<file path="src/rtl/rf_multiport_if.sv">
// rtl/rf_multiport_if.sv - write port and two read ports of the multiport register file
interface rf_multiport_if #(
  parameter int DATA_W = 32,
  parameter int ADDR_W = 4
);
  logic              wen;
  logic [ADDR_W-1:0] waddr;
  logic [DATA_W-1:0] wdata;
  logic              ren_a;
  logic [ADDR_W-1:0] raddr_a;
  logic [DATA_W-1:0] rdata_a;
  logic              rvalid_a;
  logic              ren_b;
  logic [ADDR_W-1:0] raddr_b;
  logic [DATA_W-1:0] rdata_b;
  logic              rvalid_b;

  modport master (
    output wen, waddr, wdata, ren_a, raddr_a, ren_b, raddr_b,
    input  rdata_a, rvalid_a, rdata_b, rvalid_b
  );

  modport slave (
    input  wen, waddr, wdata, ren_a, raddr_a, ren_b, raddr_b,
    output rdata_a, rvalid_a, rdata_b, rvalid_b
  );
endinterface

</file>
<file path="src/rtl/rf_multiport.sv">
// rtl/rf_multiport.sv - register file, 1 sync write + 2 registered read ports; RF_BYPASS_EN enables write-first forwarding
module rf_multiport #(
  parameter int DATA_W   = 32,
  parameter int DEPTH    = 16,
  parameter int ZERO_REG = 1,
  localparam int ADDR_W  = $clog2(DEPTH)
) (
  input  logic          clk,
  input  logic          rst_n,
  rf_multiport_if.slave bus
);

  localparam logic [ADDR_W:0] DEPTH_L = (ADDR_W + 1)'(DEPTH);

  logic [DATA_W-1:0] regs [DEPTH];
  logic              w_ok;
  logic [DATA_W-1:0] sel_a;
  logic [DATA_W-1:0] sel_b;

  // A write lands only in range and never into a hardwired zero register
  always_comb begin
    w_ok = bus.wen && ({1'b0, bus.waddr} < DEPTH_L)
           && !((ZERO_REG != 0) && (bus.waddr == '0));
  end

  // Storage update; reset clears every register
  always_ff @(posedge clk or negedge rst_n) begin
    if (!rst_n) begin
      for (int i = 0; i < DEPTH; i++) regs[i] <= '0;
    end else if (w_ok) begin
      regs[bus.waddr] <= bus.wdata;
    end
  end

  // Port A read data select: zero reg, out of range, optional forward, stored value
  always_comb begin
    sel_a = '0;
    if ((ZERO_REG != 0) && (bus.raddr_a == '0)) begin
      sel_a = '0;
    end else if ({1'b0, bus.raddr_a} >= DEPTH_L) begin
      sel_a = '0;
`ifdef RF_BYPASS_EN
    end else if (w_ok && (bus.waddr == bus.raddr_a)) begin
      sel_a = bus.wdata;
`endif
    end else begin
      sel_a = regs[bus.raddr_a];
    end
  end

  // Port B read data select, same priority as port A
  always_comb begin
    sel_b = '0;
    if ((ZERO_REG != 0) && (bus.raddr_b == '0)) begin
      sel_b = '0;
    end else if ({1'b0, bus.raddr_b} >= DEPTH_L) begin
      sel_b = '0;
`ifdef RF_BYPASS_EN
    end else if (w_ok && (bus.waddr == bus.raddr_b)) begin
      sel_b = bus.wdata;
`endif
    end else begin
      sel_b = regs[bus.raddr_b];
    end
  end

  // Port A output register; data holds when not reading, valid follows ren_a
  always_ff @(posedge clk or negedge rst_n) begin
    if (!rst_n) begin
      bus.rdata_a  <= '0;
      bus.rvalid_a <= 1'b0;
    end else begin
      bus.rvalid_a <= bus.ren_a;
      if (bus.ren_a) bus.rdata_a <= sel_a;
    end
  end

  // Port B output register; data holds when not reading, valid follows ren_b
  always_ff @(posedge clk or negedge rst_n) begin
    if (!rst_n) begin
      bus.rdata_b  <= '0;
      bus.rvalid_b <= 1'b0;
    end else begin
      bus.rvalid_b <= bus.ren_b;
      if (bus.ren_b) bus.rdata_b <= sel_b;
    end
  end

endmodule

</file>
<file path="src/flat_wrapper.sv">
// flat-port wrapper written by rule: the top's interface ports become plain ports
module rf_multiport_flat 
#(
  parameter int DATA_W   = 32,
  parameter int DEPTH    = 16,
  parameter int ZERO_REG = 1,
  localparam int ADDR_W  = $clog2(DEPTH)
)
  (clk, rst_n, bus_wen, bus_waddr, bus_wdata, bus_ren_a, bus_raddr_a, bus_ren_b, bus_raddr_b, bus_rdata_a, bus_rvalid_a, bus_rdata_b, bus_rvalid_b);
  rf_multiport_if #(.DATA_W(DATA_W), .ADDR_W(4)) bus_i ();
  input  logic clk;
  input  logic rst_n;
  input wire logic [$bits(bus_i.wen)-1:0] bus_wen;
  input wire logic [$bits(bus_i.waddr)-1:0] bus_waddr;
  input wire logic [$bits(bus_i.wdata)-1:0] bus_wdata;
  input wire logic [$bits(bus_i.ren_a)-1:0] bus_ren_a;
  input wire logic [$bits(bus_i.raddr_a)-1:0] bus_raddr_a;
  input wire logic [$bits(bus_i.ren_b)-1:0] bus_ren_b;
  input wire logic [$bits(bus_i.raddr_b)-1:0] bus_raddr_b;
  output wire logic [$bits(bus_i.rdata_a)-1:0] bus_rdata_a;
  output wire logic [$bits(bus_i.rvalid_a)-1:0] bus_rvalid_a;
  output wire logic [$bits(bus_i.rdata_b)-1:0] bus_rdata_b;
  output wire logic [$bits(bus_i.rvalid_b)-1:0] bus_rvalid_b;
  assign bus_i.wen = bus_wen;
  assign bus_i.waddr = bus_waddr;
  assign bus_i.wdata = bus_wdata;
  assign bus_i.ren_a = bus_ren_a;
  assign bus_i.raddr_a = bus_raddr_a;
  assign bus_i.ren_b = bus_ren_b;
  assign bus_i.raddr_b = bus_raddr_b;
  assign bus_rdata_a = bus_i.rdata_a;
  assign bus_rvalid_a = bus_i.rvalid_a;
  assign bus_rdata_b = bus_i.rdata_b;
  assign bus_rvalid_b = bus_i.rvalid_b;
  rf_multiport #(.DATA_W(DATA_W), .DEPTH(DEPTH), .ZERO_REG(ZERO_REG)) u_core (.clk(clk), .rst_n(rst_n), .bus(bus_i));
endmodule
</file>
<file path="config.mk">
export PLATFORM = sky130hd
export DESIGN_NAME = rf_multiport_flat
export DESIGN_NICKNAME = d
export VERILOG_FILES = /design/src/rtl/rf_multiport_if.sv /design/src/rtl/rf_multiport.sv /design/src/flat_wrapper.sv
export SDC_FILE = /design/constraint.sdc
export NUM_CORES = 1
export LEC_CHECK = 0
export CAP_MARGIN = 10
export CORE_MARGIN = 3
export CORE_UTILIZATION = 40
export CTS_CLUSTER_DIAMETER = 80
export CTS_CLUSTER_SIZE = 30
export DETAILED_ROUTE_END_ITERATION = 16
export HOLD_SLACK_MARGIN = 0.06
export PLACE_DENSITY = 0.67
export SLEW_MARGIN = 20
export SYNTH_ARGS = -nofsm -noshare
export SYNTH_HDL_FRONTEND = slang
export SYNTH_SLANG_ARGS = --single-unit
export TNS_END_PERCENT = 50
</file>
<file path="constraint.sdc">
create_clock -name clk -period 3.7 [get_ports clk]
set_input_delay 0.74 -clock clk [delete_from_list [all_inputs] [get_ports clk]]
set_output_delay 0.74 -clock clk [all_outputs]
set_load 0.03 [all_outputs]
</file>
==> impl_results.md, run 1 <==
- Max Transition Viols Final: 0
- # hold bufs at CTS: 0
- Worst setup margin: 1.12 ns
- Gp weighted congestion: 0.775
- Syn avg cell area: 14.3 µm²
- Top cell type's share of synthesized area: 0.498
- CP max stage cell: clkdlybuf4s50_1
- Post-CTS repair timing setup buffer count: 0
- Number of sinks on the clock net: 578
- Tot Pwr: 16.7 mW
- # fillers: 6346
- Die area: 75900 µm²
- Mapped Cells: 2029
- DP HPWL: 49500 µm
- Synth area leader: dfrtp_1
- Bufs on Longest Clock Path: 3
- Worst path arrival time: 1.84 ns
- YS warnings: 0
- Grt total ovfl: 0
- Final Setup Violations: 0
- Most frequent cells in the layout: 578 x dfrtp_1, 388 x mux2_2, 310 x mux2i_1, 130 x mux4_2, 124 x a22oi_1
- First-pass GRT wire length: 124000 µm
- Crit path capture type: output pin
- Post-synthesis sequential area ratio: 0.498
- #FFs+latches synth: 578
- Kind of cell adding the most delay to the critical path: buffers and inverters
- Drt initial violations: 1645
- Crit-path max FO: 2
- Met3 WL: 4340 µm
- RSZ-0062 raised after global routing: false
- DR DRC count: 0
- Net count, final: 2063
- P per Cell Area: 516 nW/µm²
- Routed len/inst: 27.1 µm
- Critical path buffer and inverter count: 1
- Post-Route WL: 81000 µm
- CTS Root Cell: clkbuf_16
- Vias in the first global route: 19.4k
- Slew @ Worst Pin: 0.835 ns
- Worst path cell trace: clkdlybuf4s50_1
- Worst-Skew Late Latency: 0.62 ns
- Worst Hold Class: in2async
- Largest net degree at the start of global routing: 80
- Antenna viol nets, final: 0
- Post-Syn Area: 29000 µm²
- Peak VDD IR: 0.000322 V
- Clock slew at reported path FFs: 0.10 ns
- Seq. cell area: 14500 µm²
- Max Cap Viol: 0
- Run status: complete, no violations
- Syn Nets: 2078
- Routed vias: 18.3k
- Port Buffers: 114
- Hold Vio Cnt, Final: 0
- Starting density of the core: 0.405
- Number of H-tree levels: 1
- Skew final: 0.0205 ns
- Chip height: 275 µm
- Worst slack at placement: 0.720 ns
- Critical path type: reg2out
- Gr usage total: 0.214
- CTS tree: built
- Vias per cell: 6.14
- Most common cell after layout, fill and taps aside: dfrtp_1
- Leakage: 13.8 nW
- Post-CTS Resized: 0
- Initial antenna violation count: 4
- Final cell count without fillers: 2986
- Placed Instances: 2934
- Die X: 275 µm
- Footprint of the multi-input gates: 13700 µm²
- Routed wl met2: 38900 µm
- M1 wire length: 36000 µm
- Core area: 71700 µm²
- Netlist cell types: 32
- Final worst path period share: 0.698
- IO Count: 115
- Hold slack: 0.117 ns
- Layout cells sized above 1: 0.328
- Cts bufs inserted: 28
- Highest Signal Layer: met5
- Fin Setup TNS: 0 ns
- R2R Setup Slk: 2.08 ns
- DR pass1 iterations: 5
- Tmin final: 2.58 ns
- Synthesis-to-layout area growth: 11.6%
- Fmax: 0.387 GHz
- Critical path required time: 2.96 ns
- Relative slew slack: 0.443
- Setup crit start kind: flip-flop
- Site row count: 98
- Ranking of synthesized cells by area: dfrtp_1 50%, mux2_2 15%, mux2i_1 11%
- CP max stage delay: 0.73 ns
==> worst paths after layout <==
check | endpoint | from | cells past startpoint
setup / recovery | bus_rdata_a[31] | u_core.bus.rdata_a[31]$_DFFE_PN0P_ | 1
hold / removal | u_core.regs[310]$_DFFE_PN0P_ | rst_n | 1
setup reg to reg | u_core.bus.rdata_b[30]$_DFFE_PN0P_ | u_core.regs[94]$_DFFE_PN0P_ | 3
hold reg to reg | u_core.regs[487]$_DFFE_PN0P_ | u_core.regs[487]$_DFFE_PN0P_ | 0
max in group asynchronous | u_core.regs[246]$_DFFE_PN0P_ | rst_n | 3
min in group clk | u_core.regs[487]$_DFFE_PN0P_ | u_core.regs[487]$_DFFE_PN0P_ | 0
==> registers in the layout, indices dropped and copies added (netlist names) <==
signal,cells
u_core.bus.rdata_b,32
u_core.bus.rvalid_b,1
u_core.bus.rdata_a,32
u_core.regs,512
u_core.bus.rvalid_a,1
==> logic make-up after synthesis <==
| family | after synthesis | share of synthesized area |
|---|---|---|
| compound gates | 254 | 0.0632 |
| buf+inv | 231 | 0.0356 |
| flops | 578 | 0.498 |
| mux | 924 | 0.395 |
| simple gates | 42 | 0.00776 |
==> layout make-up <==
type,instances,share of cell area
timing repair buffer,182,0.0645
clock buffer,29,0.0224
inverter,4,0.000463
tap,950,0.0367
clock inverter,22,0.00753
multi-input combinational,1220,0.422
antenna,1,0.0000772
sequential,578,0.447
==> metrics by stage <==
stage / utilization / instance area, µm²
after floorplan: - / 29000
after global placement: 0.438 / 31400
after detailed placement: 0.438 / 31400
after CTS: 0.452 / 32400
after global routing: 0.452 / 32400
final: 0.452 / 32400
==> routing by layer <==
metal / GRT usage / vias up
met5: 0 / -
met4: 0.0502 / 4
met3: 0.0259 / 125
met2: 0.350 / 586
met1: 0.305 / 9921
li1: - / 7685
==> Yosys cell counts <==
library cell  count
o21ai_0          62
a211oi_1          1
o311ai_0          1
a31oi_1           1
clkbuf_1        109
and2_0            1
dfrtp_1         578
nor3b_1           1
nand2_1           5
nand2b_1          5
buf_2           100
a221oi_1          1
a22oi_1         124
nor2_1           11
mux2_2          388
and2_1            3
buf_4            11
and2b_1           1
nor2_2            1
mux2i_1         310
a221o_1           1
a211o_1           1
a32oi_1          62
or3_1             4
nor2b_1           6
nor3_1            1
mux4_2          130
buf_1             7
nand3_1           1
inv_1             4
nand3b_1          2
mux2_1           96
==> report_power, final <==
part | switching, mW | leakage [nW] | internal, mW
registers | 1.08 | 7.17 | 7.68
clock network | 2.26 | 0.472 | 1.61
logic | 1.82 | 6.14 | 2.28
(Power assumes the default switching activity.)
==> run 2: changes to the inputs <==
PLACE_DENSITY = 0.69   (was 0.67)
clock period = 2.36 ns   (was 3.7 ns; I/O delays follow)
==> impl_results.md, run 2 (synthesis results as in run 1) <==
- Max Transition Viols Final: 0 (unchanged)
- Relative slew slack: 0.541 (+0.0974)
- Starting density of the core: 0.405 (unchanged)
- Busiest layer in global routing: met2
- Routed vias: 18.8k (+2.5%)
- Initial antenna violation count: 4 (unchanged)
- Seq. cell area: 14500 µm² (unchanged)
- Cts bufs inserted: 30 (+7.1%)
- Bufs on Longest Clock Path: 3 (unchanged)
- Worst Hold Class: in2async
- First-pass GRT wire length: 128000 µm (+3.0%)
- Final cell count without fillers: 3055 (+2.3%)
- IO Count: 115 (unchanged)
- Skew final: 0.0277 ns (+0.00712 ns)
- Crit-path max FO: 2 (unchanged)
- Largest net degree at the start of global routing: 73 (-8.8%)
- Largest Register: u_core.regs
- DR DRC count: 0 (unchanged)
- Most frequent cells in the layout: 578 x dfrtp_1, 388 x mux2_2, 310 x mux2i_1, 130 x mux4_2, 124 x a22oi_1
- Placed Instances: 2997 (+2.1%)
- Die area: 75900 µm² (unchanged)
- DP HPWL: 54000 µm (+9.1%)
- Port Buffers: 114 (unchanged)
- Post-Route WL: 85100 µm (+5.0%)
- CTS Root Cell: clkbuf_16
- Drt initial violations: 1615 (-1.8%)
- GRT met1 Usage: 0.308 (+0.00284)
- Gr usage total: 0.223 (+0.00893)
- Fmax: 0.435 GHz
- Hold slack: 0.369 ns (+0.251 ns)
- Layout cells sized above 1: 0.349 (+0.0208)
- Max Cap Viol: 0 (unchanged)
- Critical path type: reg2out
- Slew @ Worst Pin: 0.689 ns (-0.146 ns)
- P per Cell Area: 802 nW/µm² (+55%)
- Final Setup Violations: 0 (unchanged)
- Worst-Skew Late Latency: 0.63 ns (about the same)
- Pint: 18.4 mW (+59%)
- # fillers: 6182 (-2.6%)
- Setup crit start kind: flip-flop
- Combinational Power Share: 0.248 (+0.003)
- Hold Vio Cnt, Final: 0 (unchanged)
- Synthesis-to-layout area growth: 14.9%
- CP max stage delay: 0.73 ns (about the same)
- Crit path capture type: output pin
- Reg power frac: 0.513 (-0.010)
- Tmin final: 2.30 ns
- Vias in the first global route: 19.8k (+1.8%)
- Sw Ratio: 0.311 (+0.00272)
- Number of sinks on the clock net: 578 (unchanged)
- Number of H-tree levels: 1 (unchanged)
- Largest register FFs: 512 (unchanged)
- Site row count: 98 (unchanged)
- Net count, final: 2129 (+3.2%)
- Core area: 71700 µm² (unchanged)
- Global-route met3 utilization: 0.0396 (+0.0137)
- Gp weighted congestion: 0.804 (+3.7%)
- Vias per cell: 6.15 (+0.20%)
- Clock network fraction of total power: 0.239 (+0.008)
- Critical path buffer and inverter count: 1 (unchanged)
- Run status: complete, no violations
- RSZ-0062 raised after global routing: false
- CTS tree: built
- Fin Setup TNS: 0 ns (unchanged)
- Critical path required time: 1.89 ns (-1.07 ns)
- Footprint of the multi-input gates: 13700 µm² (unchanged)
- Worst path arrival time: 1.83 ns (about the same)
- Grt total ovfl: 0 (unchanged)
- Peak VDD IR: 0.000447 V (+39%)
- Kind of cell adding the most delay to the critical path: buffers and inverters
- Leakage: 14.3 nW (+3.5%)
- CP max stage cell: clkdlybuf4s50_1
- Worst path cell trace: clkdlybuf4s50_1
- Most common cell after layout, fill and taps aside: dfrtp_1
- Biggest regs: u_core.regs: 512 flops, u_core.bus.rdata_a: 32 flops, u_core.bus.rdata_b: 32 flops
- Chip height: 275 µm (unchanged)
- P_sw: 8.33 mW (+61%)
- Clock slew at reported path FFs: 0.11 ns (about the same)
- Antenna viol nets, final: 0 (unchanged)
- Met2 usage: 0.363 (+0.0134)
- Die X: 275 µm (unchanged)
- DR pass1 iterations: 6 (+1)
- Routed len/inst: 27.9 µm (+2.7%)
- Final worst path period share: 0.975
run 2: cell types whose count changed in the layout (fill, tap and decap cells not counted), sizes merged, moves of 2 or more:
cell	before	now
clkbuf	29	32
buf	75	138
clkinv	7	9
inv	16	14
run 2: area by class of cell:
cell class / instances / share of cell area
well taps: 950 / 0.0356
clock buffers: 32 / 0.0234
clock inverters: 23 / 0.00848
multi-input cells: 1220 / 0.410
flip-flops and latches: 578 / 0.434
repair buffers: 246 / 0.0887
inverters: 4 / 0.000450
diodes: 2 / 0.000150
run 2: timing repair:
item / CTS / global route
endpoints found under the hold margin: 44 / 0
buffers inserted: 0 / 0
resized for setup: 1 / 0
hold buffers: 1 / 0
setup endpoints to repair: 1 / 0
run 2: routing by layer:
layer,wire length [µm],part of all wire
met1,36200,0.43
met2,41000,0.48
met3,5820,0.068
met4,2120,0.025
met5,13,0.00015
run 2: metrics by stage:
stage	instance area (µm²)	total power, mW	util	worst slack (ns)
after floorplan	29000	17.9	-	0.499
after global placement	32300	20.0	0.450	0.0270
after detailed placement	32300	20.5	0.450	0.0361
after CTS	33400	26.9	0.465	0.0238
after global routing	33400	28.0	0.465	0.00277
final	33400	26.7	0.465	0.0589
run 2: power groups by stage:
stage,registers (mW),logic [mW],clock network (mW)
2_1_floorplan,13.7,4.22,0
3_3_place_gp,13.6,6.41,0
3_5_place_dp,13.9,6.65,0
4_1_cts,13.7,6.67,6.53
5_1_grt,14.0,7.14,6.86
6_report,13.7,6.64,6.39
run 2: worst paths after layout:
check	start	slack, ns	endpoint	cells after the start
setup / recovery	u_core.bus.rdata_b[20]$_DFFE_PN0P_	0.06	bus_rdata_b[20]	1
hold / removal	rst_n	0.37	u_core.regs[374]$_DFFE_PN0P_	2
setup reg to reg	u_core.regs[94]$_DFFE_PN0P_	0.76	u_core.bus.rdata_b[30]$_DFFE_PN0P_	3
hold reg to reg	u_core.regs[510]$_DFFE_PN0P_	0.39	u_core.regs[510]$_DFFE_PN0P_	0
max in group asynchronous	rst_n	1.08	u_core.regs[468]$_DFFE_PN0P_	4
min in group clk	bus_ren_a	0.38	u_core.bus.rvalid_a$_DFF_PN0_	1
